**src/rtl/tte_pkg.sv**
```systemverilog
// Shared types and sizing helpers for the programmable truth-table engine.
package tte_pkg;

  typedef enum logic [1:0] {
    IDLE  = 2'd0,
    SWEEP = 2'd1,
    DONE  = 2'd2
  } tte_state_e;

  // Per-output ones count must hold 2^n_in, hence one extra bit.
  function automatic int tte_cnt_w(input int n_in);
    return n_in + 1;
  endfunction

  function automatic int tte_depth(input int n_in);
    return 1 << n_in;
  endfunction

endpackage

```
**src/rtl/tte_table.sv**
```systemverilog
// 2^N_IN x N_OUT truth-table register file: one synchronous write port,
// two asynchronous read ports (eval and sweep), cleared on rst.
module tte_table
  import tte_pkg::*;
#(
  parameter int N_IN  = 4,
  parameter int N_OUT = 2
) (
  input  logic             clk,
  input  logic             rst,
  input  logic             we,
  input  logic [N_IN-1:0]  waddr,
  input  logic [N_OUT-1:0] wdata,
  input  logic [N_IN-1:0]  eval_addr,
  output logic [N_OUT-1:0] eval_data,
  input  logic [N_IN-1:0]  swp_addr,
  output logic [N_OUT-1:0] swp_data
);

  localparam int DEPTH = tte_depth(N_IN);

  logic [N_OUT-1:0] mem_q [DEPTH];
  logic [N_OUT-1:0] mem_d [DEPTH];

  always_comb begin
    mem_d = mem_q;
    if (we) mem_d[waddr] = wdata;
  end

  always_ff @(posedge clk) begin
    if (rst) mem_q <= '{default: '0};
    else     mem_q <= mem_d;
  end

  // Reads see the pre-edge contents, so a same-cycle write is not visible.
  assign eval_data = mem_q[eval_addr];
  assign swp_data  = mem_q[swp_addr];

endmodule

```
**src/rtl/truth_table_engine.sv**
```systemverilog
// Programmable truth-table evaluator with valid/ready eval stage and an
// exhaustive minterm-count sweep. Optional out_addr echo: TTE_ADDR_ECHO_EN.
module truth_table_engine
  import tte_pkg::*;
#(
  parameter int N_IN  = 4,
  parameter int N_OUT = 2
) (
  input  logic                          clk,
  input  logic                          rst,
  input  logic                          cfg_we,
  input  logic [N_IN-1:0]               cfg_addr,
  input  logic [N_OUT-1:0]              cfg_data,
  input  logic                          in_valid,
  output logic                          in_ready,
  input  logic [N_IN-1:0]               in_vec,
  output logic                          out_valid,
  input  logic                          out_ready,
  output logic [N_OUT-1:0]              out_vec,
`ifdef TTE_ADDR_ECHO_EN
  output logic [N_IN-1:0]               out_addr,
`endif
  input  logic                          sweep_start,
  output logic                          sweep_busy,
  output logic                          sweep_done,
  output logic [N_OUT*(N_IN+1)-1:0]     sweep_sig
);

  localparam int DEPTH = tte_depth(N_IN);
  localparam int CW    = tte_cnt_w(N_IN);
  localparam int AW    = N_IN + 1;

  tte_state_e                 state_q, state_d;
  logic [AW-1:0]              addr_q, addr_d;
  logic [N_OUT-1:0][CW-1:0]   cnt_q, cnt_d;
  logic [N_OUT-1:0][CW-1:0]   sig_q, sig_d;
  logic                       out_valid_q, out_valid_d;
  logic [N_OUT-1:0]           out_vec_q, out_vec_d;
`ifdef TTE_ADDR_ECHO_EN
  logic [N_IN-1:0]            out_addr_q, out_addr_d;
`endif

  logic                       tbl_we;
  logic                       fire;
  logic [N_OUT-1:0]           eval_data;
  logic [N_OUT-1:0]           swp_data;

  assign tbl_we = cfg_we && (state_q == IDLE);

  tte_table #(
    .N_IN  (N_IN),
    .N_OUT (N_OUT)
  ) u_table (
    .clk       (clk),
    .rst       (rst),
    .we        (tbl_we),
    .waddr     (cfg_addr),
    .wdata     (cfg_data),
    .eval_addr (in_vec),
    .eval_data (eval_data),
    .swp_addr  (addr_q[N_IN-1:0]),
    .swp_data  (swp_data)
  );

  assign in_ready = !rst && (state_q == IDLE) && (!out_valid_q || out_ready);
  assign fire     = in_valid && in_ready;

  always_comb begin
    out_valid_d = out_valid_q;
    out_vec_d   = out_vec_q;
`ifdef TTE_ADDR_ECHO_EN
    out_addr_d  = out_addr_q;
`endif
    if (fire) begin
      out_valid_d = 1'b1;
      out_vec_d   = eval_data;
`ifdef TTE_ADDR_ECHO_EN
      out_addr_d  = in_vec;
`endif
    end else if (out_ready) begin
      out_valid_d = 1'b0;
    end
  end

  always_comb begin
    state_d = state_q;
    addr_d  = addr_q;
    cnt_d   = cnt_q;
    sig_d   = sig_q;
    case (state_q)
      IDLE: begin
        if (sweep_start) begin
          state_d = SWEEP;
          addr_d  = '0;
          cnt_d   = '0;
        end
      end
      SWEEP: begin
        for (int k = 0; k < N_OUT; k++) begin
          cnt_d[k] = cnt_q[k] + CW'(swp_data[k]);
        end
        addr_d = addr_q + AW'(1);
        // Latch the final totals (including the last entry) on entry to DONE.
        if (addr_q == AW'(DEPTH - 1)) begin
          state_d = DONE;
          sig_d   = cnt_d;
        end
      end
      DONE:    state_d = IDLE;
      default: state_d = IDLE;
    endcase
  end

  always_ff @(posedge clk) begin
    if (rst) begin
      state_q     <= IDLE;
      addr_q      <= '0;
      cnt_q       <= '0;
      sig_q       <= '0;
      out_valid_q <= 1'b0;
      out_vec_q   <= '0;
`ifdef TTE_ADDR_ECHO_EN
      out_addr_q  <= '0;
`endif
    end else begin
      state_q     <= state_d;
      addr_q      <= addr_d;
      cnt_q       <= cnt_d;
      sig_q       <= sig_d;
      out_valid_q <= out_valid_d;
      out_vec_q   <= out_vec_d;
`ifdef TTE_ADDR_ECHO_EN
      out_addr_q  <= out_addr_d;
`endif
    end
  end

  assign out_valid  = out_valid_q;
  assign out_vec    = out_vec_q;
`ifdef TTE_ADDR_ECHO_EN
  assign out_addr   = out_addr_q;
`endif
  assign sweep_busy = (state_q != IDLE);
  assign sweep_done = (state_q == DONE);
  assign sweep_sig  = sig_q;

endmodule

```
**config.mk**
```make
export PLATFORM = sky130hd
export DESIGN_NAME = truth_table_engine
export DESIGN_NICKNAME = d
export VERILOG_FILES = /design/src/rtl/tte_pkg.sv /design/src/rtl/tte_table.sv /design/src/rtl/truth_table_engine.sv
export SDC_FILE = /design/constraint.sdc
export NUM_CORES = 1
export LEC_CHECK = 0
export CORE_MARGIN = 3
export CORE_UTILIZATION = 56
export DETAILED_ROUTE_END_ITERATION = 10
export PLACE_DENSITY = 0.79
export SLEW_MARGIN = 20
export SYNTH_ARGS = -nofsm -noshare
export SYNTH_HDL_FRONTEND = slang
export SYNTH_SLANG_ARGS = --single-unit
```
**constraint.sdc**
```tcl
create_clock -name clk -period 2.9 [get_ports clk]
set_input_delay 0.58 -clock clk [delete_from_list [all_inputs] [get_ports clk]]
set_output_delay 0.58 -clock clk [all_outputs]
set_load 0.005 [all_outputs]
```
==> metrics, run 1 <==
minimum period implied by the final worst setup slack=2.559 ns; Seq pwr share=0.486; Initial Util=0.5911; startpoint types=register; Rel. slew slack=0.5671; outcome=complete, no violations; die height=80.12 um; hold slack=0.4500 ns; HP Start=sweep_sig[8]; first-pass detailed-route iteration total=4; Final WS setup=0.3408 ns; initial antenna violation count=0; leak pwr=1.370 nW; Ports=32; final core utilization=0.6957; initial drt markers=106; r2r endpoint=sweep_sig[4]; area grow syn2layout=17.69%; launch point of the worst reg-to-reg path=addr_q[0]; Clock Tree Buf Depth=2; Clock Skew=0.004898 ns; ant diodes=0; Tcrit/Tclk final=0.8825; most common cell in the synthesized netlist=dfxtp_1; CTS Buf Count=9; R2R Setup Slk=0.34 ns; CTS Root Cell=clkbuf_8; Setup CP Type=reg2reg; setup_tns=0 ns; Clk pin slew, worst setup/hold paths=0.07 ns; port buffer count=31; Synth warnings=0; number of global-route vias before repair=2233; Worst Max-Slew Pin Slew=0.6489 ns; Mapped Nets=326; largest net degree at the start of global routing=63; DRC viols=0; H-tree levels=3; post-synthesis sequential area ratio=0.4034; Yosys top cell area share=0.4034; Post-synth top flop=dfxtp_1; Syn Area/Cell=10.12 um^2; count of different cell masters after synthesis=37; first-pass GRT wire length=10980 um; gr ovfl total=0; Core Region=0.005205 mm^2; layout cells sized above 1=0.1582; DR vias=2367; Worst Hold Class=reg2reg; GPL Wtd Cong=0.9091; Worst Hold End=sweep_sig[8]; RSZ-0062 raised after global routing=false; FP Rows=26; crit path DAT=2.83 ns; Net count, final=352; top cells by area, synth=dfxtp_1 (40%), mux4_2 (13%), mux2i_1 (11%), nor2_1 (6.6%), a21oi_1 (2.4%); # clock sinks=62; Die W=80.12 um; Total Die Area=0.006419 mm^2; highest clock rate=390.8 MHz; Post-Syn Area=0.003077 mm^2; PD cells=494.2 mW/mm^2; Max Slew Vio Count=0; R2R depth=9; clock latency at the later pin of the worst-skew pair=0.34 ns; Switching Power=0.4222 mW; Comb pwr share=0.082; CTS hold repair buffers=0; Place WS=0.3242 ns; post-detail-place hpwl=4842 um; hold path cells=2; Post-synth EDFFs=0; peak supply drop=0.3576 mV; setup bufs post-CTS=0; synthesized flop and latch total=62; crit path max fanout=12; Sw Ratio=0.2359; CP required=3.17 ns; Tot GR Track Use=0.2279; P_int=1.367 mW; final setup vio count=0; Post-CTS Resized=0; routed len/inst=16.40 um; cell taking the most area after synthesis=dfxtp_1; most frequent cells after synthesis=dfxtp_1 (62), nor2_1 (54), mux2i_1 (34), mux4_2 (18); count of final hold-check violations=0; MaxCap Viol Count=0; Avg Vias per Cell=5.844; total detailed-routing wirelength=6640 um; part of the power in the clock network=0.431; Syn Inst Count=304; Worst Setup End Kind=register; CTS tree=built; Post-synth ARST share=0; post-route ant nets=0
-- sequential cells by signal (all words and copies together), names as in the netlist --
name,count
sweep_sig,10
out_valid,1
u_table.mem_q,32
cnt_q,10
state_q,2
out_vec,2
addr_q,5
-- stage by stage --
stage / cell area, um^2 / power, mW / instances
after floorplan: 3077 / 0.9838 / 304
after global placement: 3417 / 1.034 / 389
after detailed placement: 3421 / 1.038 / 389
after CTS: 3621 / 1.800 / 405
after global routing: 3621 / 1.853 / 405
final: 3621 / 1.789 / 405
-- worst max-delay path: stages (launching register included) --
cell     delay, ns
dfxtp_1       0.31
buf_4         0.21
mux4_2        0.53
mux4_2        0.49
ha_1          0.21
ha_1          0.23
nand3_1       0.11
xnor2_1       0.14
nand3_1       0.10
a21oi_1       0.16
-- power groups by stage --
| stage | Sequential [mW] | Combinational, mW | Clock (mW) |
|---|---|---|---|
| final | 0.870 | 0.148 | 0.772 |
| after global placement | 0.889 | 0.145 | 0 |
| after CTS | 0.870 | 0.149 | 0.782 |
| after detailed placement | 0.890 | 0.148 | 0 |
| after global routing | 0.871 | 0.160 | 0.822 |
| after floorplan | 0.885 | 0.0988 | 0 |
-- worst max-delay path by stage --
stage,start,endpoint,slack (ns),cells after the start
floorplan,addr_q[1],sweep_sig[9],0.33,9
global placement,in_vec[3],out_vec[1],0.38,5
detailed placement,in_vec[3],out_vec[1],0.32,5
CTS,addr_q[0],sweep_sig[4],0.32,9
global route,addr_q[0],cnt_q[9],0.19,9
finish,addr_q[0],sweep_sig[4],0.34,9
-- placed cells by master (no fill, tap or decap), drive strengths merged --
master,count
a211oi,3
and4bb,1
nand2b,4
mux2,3
nor3,6
a21oi,15
o21bai,1
clkinv,3
mux2i,34
a22oi,10
nand4bb,1
and3,1
or2,2
clkbuf,12
or4b,1
buf,7
mux4,18
nor2b,6
inv,1
ha,6
o22ai,2
dfxtp,62
nor4,2
o21ai,4
xnor2,6
nand4,2
nand3b,3
and2,1
nand3,15
nor3b,1
bufinv,1
or2b,1
nor2,54
clkdlybuf4s50,30
nor4b,1
nand2,15
-- cell type report --
type | instances | area [um^2]
clock buffer | 12 | 155.1
clock inverter | 4 | 45.04
fill | 408 | 1584
inverter | 1 | 3.754
multi-input combinational | 219 | 1738
sequential | 62 | 1241
tap | 70 | 87.58
timing repair buffer | 37 | 350.3
-- cells by family (layout without fill, tap and decap cells) --
kind of cell,Yosys count,count (layout),synth area share
AND/OR/NAND/NOR,117,117,0.1997
flip-flops,62,62,0.4034
multiplexers,55,55,0.2534
AO/OA/AOI/OAI,35,35,0.06913
adder cells (fa/ha/maj),6,6,0.02440
XOR/XNOR,6,6,0.01708
buffers and inverters,23,54,0.03294
-- layer usage --
metal	vias to the layer above	part of all wire	GRT usage
met2	65	0.48	0.3584
met3	22	0.049	0.05157
met5	-	0	0
met1	1133	0.44	0.2865
li1	1147	-	-
met4	0	0.036	0.1318
No activity file was read; power rests on OpenSTA's default activity.
==> run 2: changes to the inputs <==
CELL_PAD_IN_SITES_DETAIL_PLACEMENT = 0   (was default)
CELL_PAD_IN_SITES_GLOBAL_PLACEMENT = 2   (was default)
CORE_UTILIZATION = 36   (was 56)
PLACE_DENSITY = 0.78   (was 0.79)
==> run 2 against run 1 <==
Non-clock buffer count up 1. Global-route usage down 6.5 points. Register-to-register slack about the same. Clock skew up 0.0038 ns. Power down 1.6%. Sequential share of layout area down 0.35 points. Count of clock-buffer cells in the layout down 2. Critical path type unchanged. Flip-flop and latch count unchanged. Clock power down 4.3%.
==> metrics, run 2 (synthesis gave the netlist of run 1 again) <==
outcome=complete, no violations; Die W=98.45 um (+23%); Avg Vias per Cell=5.293 (-9.4%); FP Rows=33 (+27%); die height=98.45 um (+23%); Worst Hold Class=reg2reg; metal2 WL=3692 um (+16%); hold slack=0.4522 ns (+0.002198 ns); Clock Skew=0.008702 ns (+0.003804 ns); final core utilization=0.4430 (-0.2526); MaxCap Viol Count=0 (unchanged); CTS hold repair buffers=0 (unchanged); Tot GR Track Use=0.1629 (-0.06492); port buffer count=31 (unchanged); Tcrit/Tclk final=0.8849 (+0.002450); Final WS setup=0.3337 ns (-0.007106 ns); setup bufs post-CTS=0 (unchanged); commonest non-fill, non-tap cells in the layout=dfxtp_1 (62), nor2_1 (54), mux2i_1 (34); commonest non-fill, non-tap cell in the layout=dfxtp_1; Rel. slew slack=0.5205 (-0.04658); count of final hold-check violations=0 (unchanged); cell at the slowest stage of the critical path=mux4_2; WL met1=3411 um (+18%); Filler cells=815 (+100%); initial antenna violation count=0 (unchanged); CTS Root Cell=clkbuf_8; crit path cell chain=buf_4 -> mux4_2 -> mux4_2 -> ha_1 -> ha_1 -> nand3_1 -> xnor2_1 -> nand3_1 -> a21oi_1; total detailed-routing wirelength=7522 um (+13%); RSZ-0062 raised after global routing=false; Ports=32 (unchanged); Critical Path Max Stage Delay=0.51 ns (-0.02 ns); DR vias=2334 (-1.4%); hold path cells=2 (unchanged); GPL Wtd Cong=0.8807 (-3.1%); R2R depth=9 (unchanged); crit path max fanout=12 (unchanged); Post-CTS Resized=0 (unchanged); R2R Setup Slk=0.33 ns (about the same); Place WS=0.3283 ns (+0.004112 ns); peak supply drop=0.3152 mV (-12%); placed insts=425 (+9.3%); layout cells sized above 1=0.1577 (-0.0004709); CP required=3.18 ns (about the same); ant diodes=0 (unchanged); Total Die Area=0.009691 mm^2 (+51%); CTS tree=built; initial drt markers=142 (+34%); max reg flops=32 (unchanged); Net count, final=353 (+0.28%); Clk pin slew, worst setup/hold paths=0.07 ns (about the same); Core Region=0.008258 mm^2 (+59%); startpoint types=register; clock latency at the later pin of the worst-skew pair=0.34 ns (about the same); Clock Tree Buf Depth=2 (unchanged); DRC viols=0 (unchanged); post-detail-place hpwl=5322 um (+9.9%); H-tree levels=3 (unchanged); gr ovfl total=0 (unchanged); Initial Util=0.3726 (-0.2185); first-pass GRT wire length=12170 um (+11%); routed len/inst=17.06 um (+4.0%); Worst Max-Slew Pin Slew=0.7170 ns (+0.06806 ns); largest net degree at the start of global routing=63 (unchanged); PD cells=481.3 mW/mm^2 (-2.6%); Max Slew Vio Count=0 (unchanged); first-pass detailed-route iteration total=4 (unchanged); number of global-route vias before repair=2248 (+0.67%); final setup vio count=0 (unchanged); crit path DAT=2.84 ns (about the same); CTS Buf Count=9 (unchanged); top layer in use=met4; # clock sinks=62 (unchanged); Setup CP Type=reg2reg; leak pwr=1.364 nW (-0.39%); Worst Setup End Kind=register; met3 WL=320 um (-1.5%); Top reg by flops=u_table.mem_q; area grow syn2layout=18.91%; non-filler instance count after layout=441 (+8.9%); minimum period implied by the final worst setup slack=2.566 ns (+0.007106 ns); post-route ant nets=0 (unchanged); setup_tns=0 ns (unchanged); highest clock rate=389.7 MHz (-0.28%)
## run 2: cell types whose count changed in the layout (fill, tap and decap cells not counted)
| cell | change |
|---|---|
| o21bai_1 | +1 |
| clkinv_4 | +2 |
| buf_4 | +1 |
| o21bai_2 | -1 |
| clkbuf_8 | -2 |
## run 2: per-layer routing
metal  global-route usage  up-vias
li1                     -     1142
met2               0.2637       42
met5                    0        -
met4              0.04727        0
met3              0.05025        9
met1               0.2110     1141
## run 2: where the power goes
part           internal (mW)  switching [mW]
sequential             0.861         0.00926
clock                  0.395           0.344
combinational         0.0676          0.0838
total                   1.32           0.437
## run 2: final cells by class
type / instances / area (um^2) / area share
Clock inverter: 6 / 62.56 / 0.01710
Inverter: 1 / 3.754 / 0.001026
Multi-Input combinational cell: 219 / 1734 / 0.4740
Tap cell: 105 / 131.4 / 0.03591
Sequential cell: 62 / 1241 / 0.3393
Timing Repair Buffer: 38 / 357.8 / 0.09781
Clock buffer: 10 / 127.6 / 0.03488
## run 2: path summary, 6_finish.rpt
kind,start,to
setup reg to reg,addr_q[0],sweep_sig[9]
hold / removal,sweep_sig[9],sweep_sig[9]
setup / recovery,addr_q[0],sweep_sig[9]
hold reg to reg,sweep_sig[9],sweep_sig[9]
## run 2: per-stage QoR
step / area [um^2] / power (mW)
floorplan: 3077 / 0.9838
global route: 3659 / 1.842
finish: 3659 / 1.761
detailed placement: 3468 / 1.042
CTS: 3659 / 1.789
global placement: 3468 / 1.041
## run 2: critical path, delay by kind of cell, from the launching register on
kind	cells	cell delay [ns]
AOI/OAI and AO/OA	1	0.14
DFF	1	0.31
muxes	2	1.00
buffers and inverters	1	0.21
xor gates and xnor gates	1	0.14
adders and majority gates	2	0.48
and+or+nand+nor	2	0.21
